`src/rtl/mmio_uart_tx.sv`:
```
// mmio_uart_tx: memory-mapped 8N1 UART transmitter with a byte FIFO and a status register.
// DATA at BASE_ADDR pushes a byte; STATUS at BASE_ADDR+4 reads busy/full/overflow/count and clears overflow on write.
module mmio_uart_tx #(
  parameter logic [31:0] BASE_ADDR    = 32'h0000_0100,
  parameter int          CLKS_PER_BIT = 16,
  parameter int          FIFO_DEPTH   = 4
) (
  input  logic        clk,
  input  logic        rst,
  input  logic [31:0] A_dm,
  input  logic [31:0] write_data_dm,
  input  logic        we_dm,
  output logic        hit,
  output logic [31:0] rd_data,
  output logic        tx,
  output logic        busy,
  output logic        fifo_full
);
  localparam int PW = $clog2(FIFO_DEPTH);
  localparam int BW = $clog2(CLKS_PER_BIT);
  typedef enum logic [1:0] {IDLE, START, DATA, STOP} state_t;
  state_t        state, state_n;
  logic [7:0]    mem [FIFO_DEPTH];
  logic [PW-1:0] wr_ptr, rd_ptr;
  logic [PW:0]   cnt;
  logic          overflow;
  logic [BW-1:0] baud, baud_n;
  logic [2:0]    bit_cnt, bit_n;
  logic [7:0]    shift, shift_n;
  logic          tx_n;
  logic          sel_data, sel_stat, push, pop, baud_end;
  assign sel_data  = A_dm == BASE_ADDR;
  assign sel_stat  = A_dm == BASE_ADDR + 32'd4;
  assign hit       = sel_data | sel_stat;
  assign fifo_full = cnt == (PW+1)'(FIFO_DEPTH);
  assign busy      = cnt != '0 || state != IDLE;
  assign rd_data   = sel_stat ? {16'h0, 8'(cnt), 5'h0, overflow, fifo_full, busy} : 32'h0;
  assign push      = we_dm & sel_data & ~fifo_full;
  assign pop       = state == IDLE && cnt != '0;
  assign baud_end  = baud == BW'(CLKS_PER_BIT - 1);
  // storage needs no reset: count and pointers define validity
  always_ff @(posedge clk)
    if (push) mem[wr_ptr] <= write_data_dm[7:0];
  always_ff @(posedge clk or negedge rst)
    if (!rst) begin
      wr_ptr   <= '0;
      rd_ptr   <= '0;
      cnt      <= '0;
      overflow <= 1'b0;
    end else begin
      if (push) wr_ptr <= wr_ptr + PW'(1);
      if (pop) rd_ptr <= rd_ptr + PW'(1);
      cnt <= cnt + (PW+1)'(push) - (PW+1)'(pop);
      if (we_dm & sel_data & fifo_full) overflow <= 1'b1;
      else if (we_dm & sel_stat) overflow <= 1'b0;
    end
  always_comb begin
    state_n = state;
    baud_n  = baud + BW'(1);
    bit_n   = bit_cnt;
    shift_n = shift;
    tx_n    = tx;
    case (state)
      IDLE: begin
        baud_n = '0;
        tx_n   = 1'b1;
        if (pop) begin
          state_n = START;
          shift_n = mem[rd_ptr];
          tx_n    = 1'b0;
        end
      end
      START: if (baud_end) begin
        state_n = DATA;
        baud_n  = '0;
        bit_n   = '0;
        tx_n    = shift[0];
      end
      DATA: if (baud_end) begin
        baud_n = '0;
        if (bit_cnt == 3'd7) begin
          state_n = STOP;
          tx_n    = 1'b1;
        end else begin
          bit_n   = bit_cnt + 3'd1;
          shift_n = shift >> 1;
          tx_n    = shift[1];
        end
      end
      STOP: if (baud_end) begin
        state_n = IDLE;
        baud_n  = '0;
      end
      default: state_n = IDLE;
    endcase
  end
  always_ff @(posedge clk or negedge rst)
    if (!rst) begin
      state   <= IDLE;
      baud    <= '0;
      bit_cnt <= '0;
      shift   <= '0;
      tx      <= 1'b1;
    end else begin
      state   <= state_n;
      baud    <= baud_n;
      bit_cnt <= bit_n;
      shift   <= shift_n;
      tx      <= tx_n;
    end
endmodule

```
`config.mk`:
```
export PLATFORM = sky130hd
export DESIGN_NAME = mmio_uart_tx
export DESIGN_NICKNAME = d
export VERILOG_FILES = /design/src/rtl/mmio_uart_tx.sv
export SDC_FILE = /design/constraint.sdc
export NUM_CORES = 1
export LEC_CHECK = 0
export BUFFER_PORTS_ARGS = -buffer_cell sky130_fd_sc_hd__buf_2
export CAP_MARGIN = 5
export CORE_MARGIN = 2
export CORE_UTILIZATION = 54
export DETAILED_ROUTE_END_ITERATION = 8
export PLACE_DENSITY = 0.83
export SKIP_CTS_REPAIR_TIMING = 1
export SLEW_MARGIN = 20
export SYNTH_ARGS = -nofsm -noshare
export SYNTH_HDL_FRONTEND = slang
export SYNTH_SLANG_ARGS = --single-unit
```
`constraint.sdc`:
```
create_clock -name clk -period 5.1 [get_ports clk]
set_clock_uncertainty 0.1 [all_clocks]
set_input_delay 0.51 -clock clk [delete_from_list [all_inputs] [get_ports clk]]
set_output_delay 0.51 -clock clk [all_outputs]
set_load 0.005 [all_outputs]
```
==> flow_summary.json <==
{
  "status": "completed",
  "period_needed_ns": 2.92,
  "internal_power_uw": 783,
  "ff2ff_setup_slack_ns": 2.48,
  "switching_share_pct": 19.8,
  "synth.area.top_cells": "edfxtp_1 32%, dfrtp_1 21%, buf_4 6.5%, mux4_2 6.0%, ha_1 5.4%",
  "clkLatencyLatePin_ns": 0.33,
  "finalCritPeriodShare_pct": 57.3,
  "tritoncts": "yes",
  "yosys.area.top_type": "edfxtp_1",
  "die_x_um": 78.4,
  "worstRegToRegCells": 10,
  "r2r-end": "cnt[2]",
  "gp_congestion": 0.750,
  "arrival_ns": 3.03,
  "power_switching_uw": 193,
  "cp_max_fo": 7,
  "cts-root-buf": "clkbuf_8",
  "grt_pass1_vias": 1824,
  "final_cell_mix": "52 x buf_2, 32 x edfxtp_1, 26 x conb_1",
  "die_height_um": 78.4,
  "route.detailed.drc": 0,
  "first_iter_violations": 72,
  "worst_pin_slew_ns": 0.608,
  "ys.flop_type": "edfxtp_1",
  "synth_warnings": 0,
  "slew-limit-headroom_pct": 59.1,
  "drive_gt1_share_pct": 36.1,
  "final_common_cell": "buf_2",
  "routed_wl_um": 5140,
  "met1_usage_pct": 20.0,
  "dieArea_um2": 6150,
  "p_leak_nw": 1.50,
  "p_seq_share_pct": 50.8,
  "power_density_nw_per_um2": 286,
  "antenna_found_initial": 0,
  "avgSynthCellArea_um2": 13.6,
  "io_buffers": 52,
  "ios": 103,
  "use_met3_pct": 6.55,
  "synthArstFlopShare_pct": 44.8,
  "maxCapViolCount": 0,
  "vdd_drop_max_uv": 311,
  "synth_area_um2": 2990,
  "ys_seq_area_share_pct": 53.9,
  "setup_violations": 0,
  "viasPerCell": 5.07,
  "via_count": 1784,
  "clock-sinks": 58,
  "busiest_layer": "met2",
  "cp-start-kind": "primary input",
  "grt.total_usage_pct": 18.1,
  "final_nets": 356,
  "hp-class": "in -> async",
  "hold_viol": 0,
  "clkPwrFrac_pct": 45.9,
  "end_kind": "flop",
  "ant_nets": 0,
  "hold-worst-slack_ns": 0.0764,
  "yosysUniqueCellTypes": 47,
  "fin_setup_tns_ns": 0,
  "rr_startpoint": "cnt[1]",
  "cts_buffer_depth": 2,
  "slew_violations": 0,
  "core_um2": 5440,
  "path_class": "in -> reg",
  "num_rows": 27,
  "area_growth_pct": 14.1,
  "clk_pin_slew_ns": 0.06,
  "critPathRequiredTime_ns": 5.21,
  "routedWlPerCell_um": 14.6,
  "cts_buffers": 9,
  "diodes": 0,
  "gr-usage-met2_pct": 33.2,
  "dp_hpwl_um": 3710,
  "fin_util_pct": 62.8,
  "synth-seq-cells": 58,
  "grt_pass1_wl_um": 8440,
  "synth.top_cell.area_share_pct": 32.1,
  "synth_cells": 220,
  "start_util_pct": 55.0,
  "power_uw": 975,
  "rsz0062_at_grt": "no",
  "drtPass1Iterations": 4,
  "grt_max_degree": 27,
  "synth_edf_count": 32,
  "cts_max_level": 3,
  "grt-ovfl-total": 0,
  "fmax_mhz": 342,
  "pwr-share-comb_pct": 3.3
}
sequential cells by signal, summed over array words and instances (netlist names):
name / flops
tx: 1
bit_cnt: 3
mem: 32
wr_ptr: 2
cnt: 3
state: 2
baud: 4
rd_ptr: 2
overflow: 1
shift: 8
worst max-delay path by stage:
stage              from  endpoint  slack [ns]  cells past startpoint
6_report       A_dm[18]    cnt[2]        2.18                     12
2_1_floorplan   A_dm[5]    cnt[2]        2.29                     11
3_3_place_gp   A_dm[18]    cnt[2]        1.96                     12
5_1_grt        A_dm[18]    cnt[2]        1.93                     12
3_5_place_dp   A_dm[18]    cnt[2]        1.85                     12
4_1_cts        A_dm[18]    cnt[2]        2.19                     12
worst max-delay path, cell delays in order:
cell     delay (ns)
buf_2          0.09
nor4_1         0.31
nand4_1        0.27
nor4_4         0.54
inv_1          0.10
ha_1           0.30
inv_1          0.05
ha_1           0.14
inv_1          0.05
fa_1           0.38
xnor2_1        0.15
xnor2_1        0.13
power by group through the flow:
stage | logic (mW) | clock network [mW] | registers [mW]
6_report | 0.0326 | 0.447 | 0.495
5_1_grt | 0.0372 | 0.475 | 0.495
4_1_cts | 0.0328 | 0.457 | 0.495
3_5_place_dp | 0.0326 | 0 | 0.505
3_3_place_gp | 0.0312 | 0 | 0.505
2_1_floorplan | 0.0218 | 0 | 0.505
metal layers:
layer	routed length, µm	vias up
met1	2130	876
met3	226	4
met5	0	-
met2	2740	44
met4	42	0
li1	-	860
synth_stat cells (2+ instances only):
| cell | count |
|---|---|
| edfxtp_1 | 32 |
| buf_4 | 26 |
| dfrtp_1 | 25 |
| mux2_2 | 14 |
| ha_1 | 13 |
| inv_1 | 12 |
| mux4_2 | 8 |
| nand2_1 | 8 |
| and3_1 | 7 |
| o21ai_0 | 7 |
| nor2_1 | 6 |
| xnor2_1 | 6 |
| a21oi_1 | 4 |
| and2_2 | 4 |
| clkbuf_1 | 4 |
| nor3_1 | 4 |
| a22o_1 | 3 |
| nor4_1 | 3 |
| buf_2 | 2 |
| nand2b_1 | 2 |
| nor4_2 | 2 |
| nor4_4 | 2 |
| o22a_1 | 2 |
cell type report:
class,instances,area (µm²)
Clock buffer,11,131
Clock inverter,5,78.8
Fill cell,423,2020
Inverter,12,45.0
Multi-Input combinational cell,142,1200
Sequential cell,58,1610
Tap cell,72,90.1
Timing Repair Buffer,52,260
stage by stage:
step	instances	worst slack, ns	cell area (µm²)
3_3_place_gp	336	1.96	3210
4_1_cts	352	2.19	3420
6_report	352	2.18	3420
2_1_floorplan	245	2.29	3090
5_1_grt	352	1.93	3420
3_5_place_dp	336	1.85	3210
cells by family after synthesis:
family                     synth area share, %
adders and majority gates                 6.10
muxes                                     11.8
and+or+nand+nor                           11.7
other                                    0.125
xor gates and xnor gates                  1.76
buffers and inverters                     9.24
AOI/OAI and AO/OA                         5.35
DFF                                       53.9
Note: power is estimated with default switching activity, not from simulation.
